## src/rtl/fc2_result_scheduler.sv

```systemverilog
// fc2_result_scheduler: sequences FC2 MAC passes per class, forwards scores to argmax, offers the result via valid/ready.
// Define FC2_BIAS_EN to add a per-class bias ROM port whose data is added to each score.
module fc2_result_scheduler #(
    parameter int NUM_CLASSES = 10,
    parameter int IN_LEN      = 84,
    parameter int ADDR_W      = 7,
    parameter int WADDR_W     = 10,
    parameter int MAC_LAT     = 2
) (
    input  logic                clk,
    input  logic                rst_n,
    input  logic                i_start,
    output logic                o_busy,
    output logic [ADDR_W-1:0]   o_feat_addr,
    output logic [WADDR_W-1:0]  o_wgt_addr,
    output logic                o_mac_en,
    output logic                o_mac_clr,
    input  logic signed [31:0]  i_mac_acc,
    output logic signed [31:0]  o_score,
    output logic                o_score_en,
`ifdef FC2_BIAS_EN
    output logic [3:0]          o_bias_addr,
    input  logic signed [31:0]  i_bias_data,
`endif
    input  logic                i_argmax_valid,
    input  logic [3:0]          i_argmax_class,
    output logic [3:0]          o_result,
    output logic                o_result_valid,
    input  logic                i_result_ready
);
    localparam int CLS_W = 4;
    localparam int DRN_W = $clog2(MAC_LAT + 1);

    typedef enum logic [2:0] {IDLE, RUN, DRAIN, EMIT, WAIT_AM, HOLD} state_t;

    state_t             r_state;
    logic [CLS_W-1:0]   r_cls;
    logic [DRN_W-1:0]   r_drn;
    logic signed [31:0] w_score;

`ifdef FC2_BIAS_EN
    // class counter is stable since RUN, so the 1-cycle ROM read has settled by the end of DRAIN
    assign o_bias_addr = r_cls;
    assign w_score     = i_mac_acc + i_bias_data;
`else
    assign w_score     = i_mac_acc;
`endif

    always_ff @(posedge clk or negedge rst_n) begin
        if (!rst_n) begin
            r_state        <= IDLE;
            r_cls          <= '0;
            r_drn          <= '0;
            o_busy         <= 1'b0;
            o_feat_addr    <= '0;
            o_wgt_addr     <= '0;
            o_mac_en       <= 1'b0;
            o_mac_clr      <= 1'b0;
            o_score        <= '0;
            o_score_en     <= 1'b0;
            o_result       <= '0;
            o_result_valid <= 1'b0;
        end else begin
            o_score_en <= 1'b0;
            case (r_state)
                IDLE: if (i_start) begin
                    r_state     <= RUN;
                    o_busy      <= 1'b1;
                    r_cls       <= '0;
                    o_feat_addr <= '0;
                    o_wgt_addr  <= '0;
                    o_mac_en    <= 1'b1;
                    o_mac_clr   <= 1'b1;
                end
                RUN: begin
                    o_mac_clr <= 1'b0;
                    if (o_feat_addr == ADDR_W'(IN_LEN - 1)) begin
                        o_feat_addr <= '0;
                        o_mac_en    <= 1'b0;
                        r_state     <= DRAIN;
                    end else begin
                        o_feat_addr <= o_feat_addr + 1'b1;
                        o_wgt_addr  <= o_wgt_addr + 1'b1;
                    end
                end
                DRAIN: if (r_drn == DRN_W'(MAC_LAT - 1)) begin
                    r_drn      <= '0;
                    o_score    <= w_score;
                    o_score_en <= 1'b1;
                    r_state    <= EMIT;
                end else begin
                    r_drn <= r_drn + 1'b1;
                end
                // weight address advances here so it keeps running across classes without a multiply
                EMIT: if (r_cls == CLS_W'(NUM_CLASSES - 1)) begin
                    r_state <= WAIT_AM;
                end else begin
                    r_cls      <= r_cls + 1'b1;
                    o_wgt_addr <= o_wgt_addr + 1'b1;
                    o_mac_en   <= 1'b1;
                    o_mac_clr  <= 1'b1;
                    r_state    <= RUN;
                end
                WAIT_AM: if (i_argmax_valid) begin
                    o_result       <= i_argmax_class;
                    o_result_valid <= 1'b1;
                    r_state        <= HOLD;
                end
                HOLD: if (i_result_ready) begin
                    o_result_valid <= 1'b0;
                    o_busy         <= 1'b0;
                    r_state        <= IDLE;
                end
                default: r_state <= IDLE;
            endcase
        end
    end
endmodule

```

## config.mk

```make
export PLATFORM = sky130hd
export DESIGN_NAME = fc2_result_scheduler
export DESIGN_NICKNAME = d
export VERILOG_FILES = /design/src/rtl/fc2_result_scheduler.sv
export SDC_FILE = /design/constraint.sdc
export NUM_CORES = 1
export LEC_CHECK = 0
export BUFFER_PORTS_ARGS = -buffer_cell sky130_fd_sc_hd__buf_2
export CORE_ASPECT_RATIO = 1.1
export CORE_MARGIN = 4
export CORE_UTILIZATION = 46
export CTS_BUF_LIST = sky130_fd_sc_hd__clkbuf_4 sky130_fd_sc_hd__clkbuf_8 sky130_fd_sc_hd__clkbuf_16
export CTS_CLUSTER_DIAMETER = 150
export DETAILED_ROUTE_END_ITERATION = 8
export MAX_ROUTING_LAYER = met4
export PLACE_DENSITY = 0.72
export SYNTH_ARGS = -nofsm -noshare
export SYNTH_HDL_FRONTEND = slang
export SYNTH_SLANG_ARGS = --single-unit
```

## constraint.sdc

```tcl
create_clock -name clk -period 1.6 [get_ports clk]
set_input_delay 0.16 -clock clk [delete_from_list [all_inputs] [get_ports clk]]
set_output_delay 0.16 -clock clk [all_outputs]
set_load 0.05 [all_outputs]
```

==> impl_metrics.prom, run 1 <==
# TYPE chip_impl_metric gauge
chip_impl_metric{name="postSynthRegisterBits",unit=""} 67
chip_impl_metric{name="tightestPinTransition",unit="ns"} 0.348
chip_impl_metric{name="portBuffers",unit=""} 98
chip_impl_metric{name="power.density",unit="nW/um^2"} 1620
chip_impl_info{name="top_usage_layer",value="met2"} 1
chip_impl_metric{name="firstDrtPassIters",unit=""} 4
chip_impl_metric{name="synth_sequential_area_ratio",unit="%"} 54.4
chip_impl_metric{name="seq_power_share",unit="%"} 32.8
chip_impl_metric{name="power_switching_share",unit="%"} 40.6
chip_impl_info{name="rsz_0062_raised_after_global_routing",value="true"} 1
chip_impl_info{name="cp_cell_sequence",value="ha_4 -> and4bb_2 -> a211oi_2 -> buf_4 -> nand4_1 -> mux2i_1"} 1
chip_impl_metric{name="design.die.area",unit="um^2"} 8080
chip_impl_metric{name="timing.final.crit_share",unit="%"} 99.6
chip_impl_metric{name="final-hold-violation-count",unit=""} 0
chip_impl_metric{name="filler_cell_count",unit=""} 506
chip_impl_metric{name="top_cell_type_s_share_of_synthesized_area",unit="%"} 54.4
chip_impl_metric{name="global_route.usage.met3",unit="%"} 5.18
chip_impl_metric{name="start_util",unit="%"} 47.1
chip_impl_metric{name="viasPerCell",unit=""} 5.37
chip_impl_metric{name="worstRegToRegCells",unit=""} 6
chip_impl_metric{name="final.min_clock_period",unit="ns"} 1.59
chip_impl_metric{name="synth_cells",unit=""} 262
chip_impl_info{name="start_kind",value="flip-flop"} 1
chip_impl_metric{name="post_synth_instance_area",unit="um^2"} 3080
chip_impl_metric{name="clock_tree.buffer_depth",unit=""} 2
chip_impl_metric{name="dr_total_vias",unit=""} 2593
chip_impl_metric{name="io_pins",unit=""} 99
chip_impl_metric{name="power.static_leakage",unit="nW"} 2.19
chip_impl_info{name="critical_path.reg2reg.startpoint",value="o_feat_addr[1]$_DFFE_PN0P_"} 1
chip_impl_metric{name="timing.fmax",unit="MHz"} 628
chip_impl_metric{name="cp_data_arrival_time",unit="ns"} 1.86
chip_impl_metric{name="synth_enable_flop_cells",unit=""} 0
chip_impl_metric{name="groute.layer.met2.usage",unit="%"} 30.7
chip_impl_info{name="clock_tree_from_tritoncts",value="built"} 1
chip_impl_metric{name="crit_required",unit="ns"} 1.86
chip_impl_metric{name="cell_internal_pwr",unit="mW"} 4.10
chip_impl_info{name="yosysMostFrequentCell",value="dfrtp_1"} 1
chip_impl_metric{name="place_congestion",unit=""} 0.843
chip_impl_info{name="critPathSlowestCell",value="dfrtp_2"} 1
chip_impl_metric{name="synth-async-reset-ratio",unit="%"} 100
chip_impl_metric{name="timing.max_cap.violations",unit=""} 0
chip_impl_metric{name="switching_power",unit="mW"} 2.80
chip_impl_metric{name="worst_setup_hold_path_clk_slew",unit="ns"} 0.08
chip_impl_metric{name="detailed_place.area",unit="um^2"} 3970
chip_impl_metric{name="numCtsBuffers",unit=""} 9
chip_impl_metric{name="worst_reg2reg_setup_slack",unit="ns"} 0.006
chip_impl_metric{name="delay_of_the_slowest_critical_path_stage",unit="ns"} 0.43
chip_impl_metric{name="finish.instance_area",unit="um^2"} 4270
chip_impl_metric{name="area_delta_synth_final",unit="%"} 38.6
chip_impl_metric{name="drt_wl_total",unit="mm"} 7.37
chip_impl_info{name="post_synth_main_area_contributors",value="dfrtp_1 (54%), mux2_2 (14%), a21oi_1 (2.6%), a31oi_1 (2.4%), nand2_1 (2.4%)"} 1
chip_impl_info{name="critPathLaunch",value="o_feat_addr[1]$_DFFE_PN0P_"} 1
chip_impl_metric{name="setup_viol_count_final",unit=""} 0
chip_impl_metric{name="grt-ovfl-total",unit=""} 0
chip_impl_info{name="worstSetupEndpoint",value="o_feat_addr[6]$_DFFE_PN0P_"} 1
chip_impl_metric{name="grt_pass1_vias",unit=""} 2560
chip_impl_metric{name="grt_max_degree",unit=""} 63
chip_impl_metric{name="grt_first_pass_wirelength",unit="mm"} 12.2
chip_impl_metric{name="timing.critical_path.depth",unit=""} 6
chip_impl_info{name="synth_top_flop_cell",value="dfrtp_1"} 1
chip_impl_metric{name="clk_sink_count",unit=""} 67
chip_impl_metric{name="detail-route-antenna-nets",unit=""} 0
chip_impl_info{name="reg2reg_to",value="o_feat_addr[6]$_DFFE_PN0P_"} 1
chip_impl_metric{name="placed_cells",unit=""} 465
chip_impl_metric{name="syn-mean-instance-area",unit="um^2"} 11.8
chip_impl_metric{name="nNetsFinal",unit=""} 441
chip_impl_metric{name="max_slew_headroom_at_the_worst_pin",unit="%"} 76.7
chip_impl_metric{name="dpl.hpwl",unit="mm"} 5.29
chip_impl_metric{name="slew_violations",unit=""} 0
chip_impl_metric{name="vdd.ir_drop.worst",unit="V"} 0.00134
chip_impl_metric{name="pwr-share-comb",unit="%"} 42.3
chip_impl_metric{name="drt_iter0_drc",unit=""} 69
chip_impl_metric{name="worst-path-max-fanout",unit=""} 11
chip_impl_metric{name="grt_antenna_before_repair",unit=""} 0
chip_impl_info{name="clock_tree.root_cell",value="clkbuf_8"} 1
chip_impl_metric{name="drive_gt1_share",unit="%"} 55.1
chip_impl_metric{name="insertedDiodeCount",unit=""} 0
chip_impl_metric{name="synthesis.yosys.warnings",unit=""} 0
chip_impl_metric{name="drc",unit=""} 0
chip_impl_metric{name="critPathBufInv",unit=""} 1
chip_impl_metric{name="rows",unit=""} 31
chip_impl_info{name="setup.worst_path.end_class",value="flip-flop"} 1
chip_impl_metric{name="netlist-cell-type-count",unit=""} 52
chip_impl_metric{name="net_count_after_synthesis",unit=""} 307
chip_impl_metric{name="track_usage",unit="%"} 19.5
chip_impl_info{name="yosysTopAreaCell",value="dfrtp_1"} 1
chip_impl_info{name="timing_worst_setup_path_type",value="reg -> reg"} 1
chip_impl_info{name="cpLargestDelayFamily",value="flip-flops"} 1
chip_impl_metric{name="die_height",unit="um"} 93.9
chip_impl_metric{name="clk-insertion-delay-late",unit="ns"} 0.34
chip_impl_metric{name="finClkSkew",unit="ns"} 0.00821
chip_impl_metric{name="cts-htree-levels",unit=""} 3
chip_impl_info{name="hold_class",value="in -> reg"} 1
chip_impl_metric{name="routed_wirelength_normalized_by_instance_count",unit="um"} 15.3
chip_impl_metric{name="clock_power_share",unit="%"} 24.9
chip_impl_metric{name="finalNonFillerCells",unit=""} 483
chip_impl_info{name="status",value="finished, final reports clean"} 1
chip_impl_metric{name="globalRouteMet1Util",unit="%"} 24.3
chip_impl_metric{name="dieWidth",unit="um"} 86.1
chip_impl_metric{name="core_area",unit="um^2"} 6560
chip_impl_info{name="synth.top_cells.by_count",value="dfrtp_1 (67), mux2_2 (37), nand2_1 (20)"} 1
==> flip-flops by register name (all words and copies together), names as in the netlist, 2 cells and up <==
| name | cells |
|---|---|
| o_feat_addr | 7 |
| o_result | 4 |
| o_score | 32 |
| o_wgt_addr | 10 |
| r_cls | 4 |
| r_drn | 2 |
| r_state | 3 |
==> power by group through the flow <==
stage          combinational [mW]  sequential (mW)  clock, mW
2_1_floorplan                1.00             3.20          0
3_3_place_gp                 2.84             2.27          0
3_5_place_dp                 2.87             2.28          0
4_1_cts                      2.90             2.25       1.77
5_1_grt                      3.15             2.31       1.84
6_report                     2.92             2.26       1.72
==> metrics by stage <==
stage	hold WS, ns	util (%)	setup TNS (ns)	setup WS, ns	total power, mW
6_report	0.0408	65.2	0	0.00638	6.91
3_3_place_gp	0.0000893	60.5	0	0.0198	5.11
2_1_floorplan	-0.136	-	-0.580	-0.109	4.20
4_1_cts	0.0270	64.6	-0.0113	-0.0113	6.92
3_5_place_dp	0.00430	60.5	-0.0435	-0.0190	5.14
5_1_grt	0.0363	65.2	-0.673	-0.0840	7.29
==> worst min path at each step <==
stage	startpoint	endpoint	slack (ns)	cells after the start
global placement	rst_n	o_score[13]$_DFFE_PN0P_	0.00009	1
detailed placement	rst_n	o_score[13]$_DFFE_PN0P_	0.004	1
CTS	i_argmax_class[0]	o_result[0]$_DFFE_PN0P_	0.03	2
finish	i_argmax_class[0]	o_result[0]$_DFFE_PN0P_	0.04	2
global route	i_mac_acc[18]	o_score[18]$_DFFE_PN0P_	0.04	2
floorplan	rst_n	o_busy$_DFFE_PN0P_	-0.14	0
==> timing repair <==
item	in CTS	in global routing
endpoints found under the hold margin	67	0
hold buffers	1	0
resized for setup	1	11
setup buffers	1	0
endpoints found under the setup margin	5	46
pin swaps	0	2
==> area by class of cell <==
class / count / area (um^2) / area share (%)
Timing Repair Buffer: 132 / 802 / 18.8
Clock buffer: 9 / 124 / 2.90
Sequential cell: 67 / 1700 / 39.7
Tap cell: 82 / 103 / 2.40
Clock inverter: 7 / 124 / 2.90
Multi-Input combinational cell: 180 / 1400 / 32.8
Inverter: 6 / 22.5 / 0.527
==> routing by layer <==
metal	up-vias	routed length, um
met2	111	3550
li1	1240	-
met1	1237	3060
met3	5	716
met4	0	46
met5	-	0
==> placed cells by master (no fill, tap or decap), types with 3 or more instances in the layout <==
cell       Yosys  layout
a21oi_1       16      16
o21ai_0       12      12
nor2_1         7       6
ha_1           4       3
nand2_1       20      19
dfrtp_1       67      51
nand3_1        5       4
nand4_1        6       6
mux2i_1        4       4
dfrtp_2        0      16
nor3_1         6       6
buf_12         0       4
inv_1          5       5
buf_4          5      28
mux2_2        37      36
nand2b_1       5       5
bufinv_16      0       3
a31oi_1       12      12
buf_2          2      98
clkbuf_8       0       9
==> worst reg2reg max path: stages, from the launching register on <==
cell and delay (ns):
dfrtp_2 0.43, ha_4 0.18, and4bb_2 0.25, a211oi_2 0.19, buf_4 0.20, nand4_1 0.12
mux2i_1 0.15
==> cells by family after synthesis <==
group | synth area share (%)
AND/OR/NAND/NOR | 14.0
flip-flops | 54.4
AO/OA/AOI/OAI | 12.2
multiplexers | 14.8
buffers and inverters | 2.52
adder cells (fa/ha/maj) | 1.62
XOR/XNOR | 0.568
No activity file was read; power rests on OpenSTA's default activity.
==> run 2: changes to the inputs <==
CORE_MARGIN = 8   (was 4)
==> impl_metrics.prom, run 2 (synthesis results as in run 1) <==
# TYPE chip_impl_metric gauge
chip_impl_metric{name="dpl.hpwl",unit="mm"} 5.60
chip_impl_metric{name="drt_wl_total",unit="mm"} 7.47
chip_impl_metric{name="insertedDiodeCount",unit=""} 0
chip_impl_metric{name="routed_wirelength_normalized_by_instance_count",unit="um"} 15.5
chip_impl_metric{name="finalCoreUtilization",unit="%"} 64.0
chip_impl_metric{name="cp_data_arrival_time",unit="ns"} 1.87
chip_impl_metric{name="dieWidth",unit="um"} 94.1
chip_impl_metric{name="slew_violations",unit=""} 0
chip_impl_metric{name="finClkSkew",unit="ns"} 0.00844
chip_impl_metric{name="timing.max_cap.violations",unit=""} 0
chip_impl_metric{name="drt_iter0_drc",unit=""} 74
chip_impl_metric{name="place_congestion",unit=""} 0.888
chip_impl_metric{name="power.static_leakage",unit="nW"} 2.16
chip_impl_metric{name="power.density",unit="nW/um^2"} 1520
chip_impl_metric{name="design.die.area",unit="um^2"} 9580
chip_impl_metric{name="numCtsBuffers",unit=""} 9
chip_impl_metric{name="setup_viol_count_final",unit=""} 0
chip_impl_info{name="status",value="finished, final reports clean"} 1
chip_impl_metric{name="finalNonFillerCells",unit=""} 483
chip_impl_metric{name="dr_total_vias",unit=""} 2583
chip_impl_info{name="setup.worst_path.end_class",value="flip-flop"} 1
chip_impl_info{name="timing_worst_setup_path_type",value="reg -> reg"} 1
chip_impl_metric{name="crit_required",unit="ns"} 1.88
chip_impl_metric{name="largest_register_ff_count",unit=""} 32
chip_impl_metric{name="grt_pass1_vias",unit=""} 2715
chip_impl_info{name="hold_class",value="in -> reg"} 1
chip_impl_metric{name="timing.hold.ws",unit="ns"} 0.0431
chip_impl_metric{name="track_usage",unit="%"} 16.9
chip_impl_metric{name="timing.fmax",unit="MHz"} 626
chip_impl_metric{name="cts-htree-levels",unit=""} 3
chip_impl_info{name="biggest_regs",value="o_score (32), o_wgt_addr (10), o_feat_addr (7)"} 1
chip_impl_metric{name="clock_tree.buffer_depth",unit=""} 2
chip_impl_metric{name="start_util",unit="%"} 47.1
chip_impl_metric{name="portBuffers",unit=""} 98
chip_impl_metric{name="grt_max_degree",unit=""} 68
chip_impl_metric{name="clk_sink_count",unit=""} 67
chip_impl_metric{name="worst_setup_hold_path_clk_slew",unit="ns"} 0.08
chip_impl_metric{name="grt_first_pass_wirelength",unit="mm"} 12.6
chip_impl_metric{name="vdd.ir_drop.worst",unit="V"} 0.00118
chip_impl_info{name="layout.cells.most_common",value="buf_2"} 1
chip_impl_metric{name="die_height",unit="um"} 102
chip_impl_metric{name="grt_antenna_before_repair",unit=""} 0
chip_impl_metric{name="placed_cells",unit=""} 462
chip_impl_metric{name="firstDrtPassIters",unit=""} 5
chip_impl_info{name="clock_tree.root_cell",value="clkbuf_8"} 1
chip_impl_metric{name="nNetsFinal",unit=""} 441
chip_impl_metric{name="drive_gt1_share",unit="%"} 54.1
chip_impl_info{name="start_kind",value="flip-flop"} 1
chip_impl_metric{name="area_delta_synth_final",unit="%"} 36.0
chip_impl_metric{name="detail-route-antenna-nets",unit=""} 0
chip_impl_metric{name="viasPerCell",unit=""} 5.35
chip_impl_metric{name="core_area",unit="um^2"} 6560
chip_impl_metric{name="grt-ovfl-total",unit=""} 0
chip_impl_metric{name="tightestPinTransition",unit="ns"} 0.348
chip_impl_metric{name="final.min_clock_period",unit="ns"} 1.60
chip_impl_metric{name="max_slew_headroom_at_the_worst_pin",unit="%"} 76.7
chip_impl_metric{name="rows",unit=""} 31
chip_impl_metric{name="totalNegativeSetupSlack",unit="ns"} 0
chip_impl_metric{name="report.power.total",unit="mW"} 6.39
chip_impl_info{name="clock_tree_from_tritoncts",value="built"} 1
chip_impl_metric{name="filler_cell_count",unit=""} 528
chip_impl_info{name="leading_cell_types_in_the_layout_fill_and_taps_excluded",value="buf_2 (99), dfrtp_1 (53), mux2_2 (35), buf_4 (27), nand2_1 (19)"} 1
chip_impl_info{name="rsz_0062_raised_after_global_routing",value="true"} 1
chip_impl_metric{name="timing.final.crit_share",unit="%"} 99.8
chip_impl_metric{name="final-hold-violation-count",unit=""} 0
chip_impl_metric{name="worst-path-max-fanout",unit=""} 5
chip_impl_info{name="largest_register",value="o_score"} 1
chip_impl_metric{name="drc",unit=""} 0
chip_impl_metric{name="clk-insertion-delay-late",unit="ns"} 0.34
chip_impl_metric{name="io_pins",unit=""} 99
-- run 2: power by group --
part | switching, mW | internal [mW] | total (mW)
clock network | 0.643 | 0.555 | 1.20
logic | 1.85 | 1.04 | 2.89
registers | 0.294 | 2.01 | 2.30
total | 2.78 | 3.60 | 6.39
-- run 2: layout make-up --
class	instances	area [um^2]	share of cell area, %
multi-input cells	180	1410	33.6
clock buffers	9	124	2.95
repair buffers	132	800	19.1
well taps	82	103	2.45
clock inverters	7	45.0	1.07
flip-flops and latches	67	1690	40.4
inverters	6	22.5	0.537
-- run 2: stage by stage --
| step | instance area (um^2) | setup WS (ns) |
|---|---|---|
| floorplan | 3140 | -0.109 |
| global placement | 3950 | 0.0476 |
| detailed placement | 3950 | 0.0348 |
| CTS | 4130 | 0.00263 |
| global route | 4200 | -0.0701 |
| finish | 4200 | 0.00317 |
-- run 2: repair_timing --
item	4_1_cts	5_1_grt
buffers inserted	1	2
hold buffers	1	0
cloned	0	1
endpoints found under the setup margin	1	42
endpoints found under the hold margin	67	0
pin swaps	0	2
resized for setup	0	10
-- run 2: per-layer routing --
layer / vias to the layer above / GRT usage, % / share of wire (%)
li1: 1238 / - / -
met1: 1237 / 19.6 / 43
met2: 91 / 26.1 / 47
met3: 17 / 5.66 / 8.1
met4: 0 / 7.33 / 2.0
met5: - / - / 0
-- run 2: worst paths after layout --
| check | slack (ns) | depth (start not counted) | endpoint | from |
|---|---|---|---|---|
| hold reg to reg | 0.50 | 1 | o_wgt_addr[7]$_DFFE_PN0P_ | o_wgt_addr[7]$_DFFE_PN0P_ |
| setup / recovery | 0.003 | 6 | o_feat_addr[0]$_DFFE_PN0P_ | o_feat_addr[1]$_DFFE_PN0P_ |
| setup reg to reg | 0.003 | 6 | o_feat_addr[0]$_DFFE_PN0P_ | o_feat_addr[1]$_DFFE_PN0P_ |
| hold / removal | 0.04 | 2 | o_score[5]$_DFFE_PN0P_ | i_mac_acc[5] |
| max in group asynchronous | 0.93 | 3 | o_wgt_addr[2]$_DFFE_PN0P_ | rst_n |
| min in group asynchronous | 0.37 | 3 | o_score[15]$_DFFE_PN0P_ | rst_n |
-- run 2: critical path, cell delays in order, from the launching register on --
cell	delay [ns]
dfrtp_2	0.43
ha_4	0.18
and4bb_2	0.26
a211oi_4	0.24
buf_2	0.19
buf_4	0.12
mux2_2	0.13
==> run 3: changes to the inputs <==
CORE_MARGIN = 1   (was 8)
CTS_CLUSTER_SIZE = 10   (was unset)
==> impl_metrics.prom, run 3 (synthesis results as in run 1) <==
# TYPE chip_impl_metric gauge
chip_impl_metric{name="grt_max_degree",unit=""} 37
chip_impl_metric{name="numCtsBuffers",unit=""} 9
chip_impl_metric{name="insertedDiodeCount",unit=""} 0
chip_impl_metric{name="drc",unit=""} 0
chip_impl_metric{name="switching_power",unit="mW"} 2.83
chip_impl_metric{name="multi_input_combinational_cell_area",unit="um^2"} 1520
chip_impl_metric{name="cp_data_arrival_time",unit="ns"} 1.85
chip_impl_metric{name="final-hold-violation-count",unit=""} 0
chip_impl_metric{name="track_usage",unit="%"} 21.3
chip_impl_info{name="rsz_0062_raised_after_global_routing",value="true"} 1
chip_impl_metric{name="cell_internal_pwr",unit="mW"} 4.03
chip_impl_metric{name="timing.hold.ws",unit="ns"} 0.0416
chip_impl_metric{name="delay_of_the_slowest_critical_path_stage",unit="ns"} 0.43
chip_impl_metric{name="timing.final.crit_share",unit="%"} 101
chip_impl_metric{name="register_area",unit="um^2"} 1700
chip_impl_metric{name="power.static_leakage",unit="nW"} 2.29
chip_impl_info{name="worst_hold_startpoint",value="i_argmax_class[1]"} 1
chip_impl_info{name="failed_checks",value="setup timing"} 1
chip_impl_metric{name="clock_tree.buffer_depth",unit=""} 2
chip_impl_info{name="leading_cell_types_in_the_layout_fill_and_taps_excluded",value="buf_2 (98), dfrtp_1 (52), buf_4 (37), mux2_4 (32), nand2_1 (19)"} 1
chip_impl_metric{name="critPathBufInv",unit=""} 2
chip_impl_info{name="clock_tree_from_tritoncts",value="built"} 1
chip_impl_metric{name="area_delta_synth_final",unit="%"} 45.9
chip_impl_metric{name="dpl.hpwl",unit="mm"} 4.82
chip_impl_metric{name="vdd.ir_drop.worst",unit="V"} 0.00134
chip_impl_metric{name="max_slew_headroom_at_the_worst_pin",unit="%"} 69.2
chip_impl_metric{name="core_area",unit="um^2"} 6310
chip_impl_info{name="layout.cells.most_common",value="buf_2"} 1
chip_impl_metric{name="dr_total_vias",unit=""} 2647
chip_impl_info{name="status",value="complete, but fails checks"} 1
chip_impl_metric{name="cts-htree-levels",unit=""} 3
chip_impl_info{name="cp_cell_sequence",value="nor3b_4 -> nand2_2 -> nor2_4 -> buf_12 -> clkbuf_16 -> mux2_4"} 1
chip_impl_metric{name="post_route_setup_slack",unit="ns"} -0.0218
chip_impl_metric{name="timing.hold.worst_path_depth",unit=""} 2
chip_impl_metric{name="design.die.area",unit="um^2"} 7040
chip_impl_info{name="reg2reg_to",value="o_score[2]$_DFFE_PN0P_"} 1
chip_impl_metric{name="timing.fmax",unit="MHz"} 617
chip_impl_metric{name="io_pins",unit=""} 99
chip_impl_info{name="clock_tree.root_cell",value="clkbuf_8"} 1
chip_impl_metric{name="setup_viol_count_final",unit=""} 16
chip_impl_metric{name="drt_iter0_drc",unit=""} 108
chip_impl_metric{name="rows",unit=""} 30
chip_impl_info{name="biggest_regs",value="o_score (32), o_wgt_addr (10), o_feat_addr (7)"} 1
chip_impl_metric{name="clk-insertion-delay-late",unit="ns"} 0.34
chip_impl_metric{name="largest_register_ff_count",unit=""} 32
chip_impl_metric{name="crit_required",unit="ns"} 1.82
chip_impl_metric{name="detailed_place.area",unit="um^2"} 3940
chip_impl_metric{name="grt_first_pass_wirelength",unit="mm"} 10.9
chip_impl_metric{name="power_switching_share",unit="%"} 41.3
chip_impl_metric{name="portBuffers",unit=""} 98
chip_impl_metric{name="worst_reg2reg_setup_slack",unit="ns"} -0.02
chip_impl_info{name="hold_class",value="in -> reg"} 1
chip_impl_info{name="start_kind",value="flip-flop"} 1
chip_impl_metric{name="seq_power_share",unit="%"} 33.0
chip_impl_metric{name="power.density",unit="nW/um^2"} 1530
chip_impl_metric{name="nNetsFinal",unit=""} 452
chip_impl_info{name="cpLargestDelayFamily",value="simple AND/OR/NAND/NOR gates"} 1
chip_impl_metric{name="start_util",unit="%"} 48.9
chip_impl_metric{name="pwr-share-comb",unit="%"} 43.6
chip_impl_metric{name="grt_antenna_before_repair",unit=""} 0
chip_impl_metric{name="timing.max_cap.violations",unit=""} 0
chip_impl_metric{name="finClkSkew",unit="ns"} 0.0117
chip_impl_metric{name="routed_wirelength_normalized_by_instance_count",unit="um"} 15.6
chip_impl_metric{name="drive_gt1_share",unit="%"} 56.3
chip_impl_metric{name="die_height",unit="um"} 87.9
chip_impl_metric{name="dieWidth",unit="um"} 80.1
chip_impl_metric{name="drt_wl_total",unit="mm"} 7.69
chip_impl_metric{name="firstDrtPassIters",unit=""} 4
chip_impl_metric{name="finish.instance_area",unit="um^2"} 4500
chip_impl_metric{name="worstRegToRegCells",unit=""} 6
chip_impl_info{name="setup.worst_path.end_class",value="flip-flop"} 1
chip_impl_metric{name="place_congestion",unit=""} 0.829
chip_impl_metric{name="clock_power_share",unit="%"} 23.4
chip_impl_metric{name="slew_violations",unit=""} 0
chip_impl_info{name="timing_worst_setup_path_type",value="reg -> reg"} 1
chip_impl_metric{name="detail-route-antenna-nets",unit=""} 0
chip_impl_metric{name="worst-path-max-fanout",unit=""} 8
chip_impl_metric{name="viasPerCell",unit=""} 5.38
chip_impl_info{name="largest_register",value="o_score"} 1
chip_impl_metric{name="worst_setup_hold_path_clk_slew",unit="ns"} 0.08
chip_impl_metric{name="grt-ovfl-total",unit=""} 0
chip_impl_info{name="min_to",value="o_result[1]$_DFFE_PN0P_"} 1
chip_impl_metric{name="grt_pass1_vias",unit=""} 2378
chip_impl_metric{name="filler_cell_count",unit=""} 476
chip_impl_metric{name="clk_sink_count",unit=""} 67
chip_impl_metric{name="final.min_clock_period",unit="ns"} 1.62
chip_impl_info{name="critPathSlowestCell",value="dfrtp_1"} 1
chip_impl_metric{name="report.power.total",unit="mW"} 6.86
chip_impl_metric{name="finalCoreUtilization",unit="%"} 71.3
chip_impl_info{name="critical_path.reg2reg.startpoint",value="r_state[2]$_DFFE_PN0P_"} 1
chip_impl_metric{name="tightestPinTransition",unit="ns"} 0.463
==> run 3: worst max path at each step <==
stage,from,endpoint,slack (ns),cells past startpoint
after floorplan,o_feat_addr[1]$_DFFE_PN0P_,o_mac_en$_DFFE_PN0P_,-0.11,6
after global placement,r_state[1]$_DFFE_PN0P_,o_score[29]$_DFFE_PN0P_,0.05,5
after detailed placement,r_state[0]$_DFFE_PN0P_,o_score[28]$_DFFE_PN0P_,-0.009,5
after CTS,r_state[2]$_DFFE_PN0P_,o_score[22]$_DFFE_PN0P_,-0.02,5
after global routing,r_state[2]$_DFFE_PN0P_,o_score[16]$_DFFE_PN0P_,-0.08,6
final,r_state[2]$_DFFE_PN0P_,o_score[2]$_DFFE_PN0P_,-0.02,6
==> run 3: worst reg2reg max path: cells and delay by family, from the launching register on <==
| family | cells | cell delay, ns |
|---|---|---|
| simple gates | 3 | 0.46 |
| flops | 1 | 0.43 |
| mux | 1 | 0.30 |
| buf+inv | 2 | 0.31 |
==> run 3: cell type report <==
type / count / area share (%)
flip-flops and latches: 67 / 37.7
multi-input cells: 180 / 33.9
repair buffers: 143 / 20.6
clock buffers: 10 / 3.06
well taps: 80 / 2.22
clock inverters: 6 / 2.11
inverters: 6 / 0.501
==> run 3: per-layer routing <==
layer | share of wire (%) | up-vias | track usage [%]
li1 | - | 1250 | -
met1 | 44 | 1296 | 26.0
met2 | 50 | 93 | 34.2
met3 | 5.0 | 8 | 3.75
met4 | 1.1 | 0 | 10.2
met5 | 0 | - | -
==> run 3: timing repair <==
action | CTS | global route
pin swaps | 0 | 10
resized for setup | 1 | 48
hold endpoints to repair | 67 | 0
gates cloned | 1 | 4
endpoints found under the setup margin | 28 | 41
setup buffers | 1 | 5
hold buffers | 1 | 0
==> run 3: power by group through the flow <==
stage	registers [mW]	clock network, mW	logic [mW]
2_1_floorplan	3.20	0	1.00
3_3_place_gp	2.27	0	2.84
3_5_place_dp	2.29	0	2.87
4_1_cts	2.25	1.65	2.90
5_1_grt	2.31	1.72	3.21
6_report	2.27	1.60	2.99
==> run 3: stage by stage <==
step	TNS, ns	setup slack, ns	instances
2_1_floorplan	-0.580	-0.109	262
3_3_place_gp	0	0.0487	464
3_5_place_dp	-0.0194	-0.00920	464
4_1_cts	-0.0587	-0.0153	483
5_1_grt	-2.17	-0.0848	492
6_report	-0.219	-0.0218	492
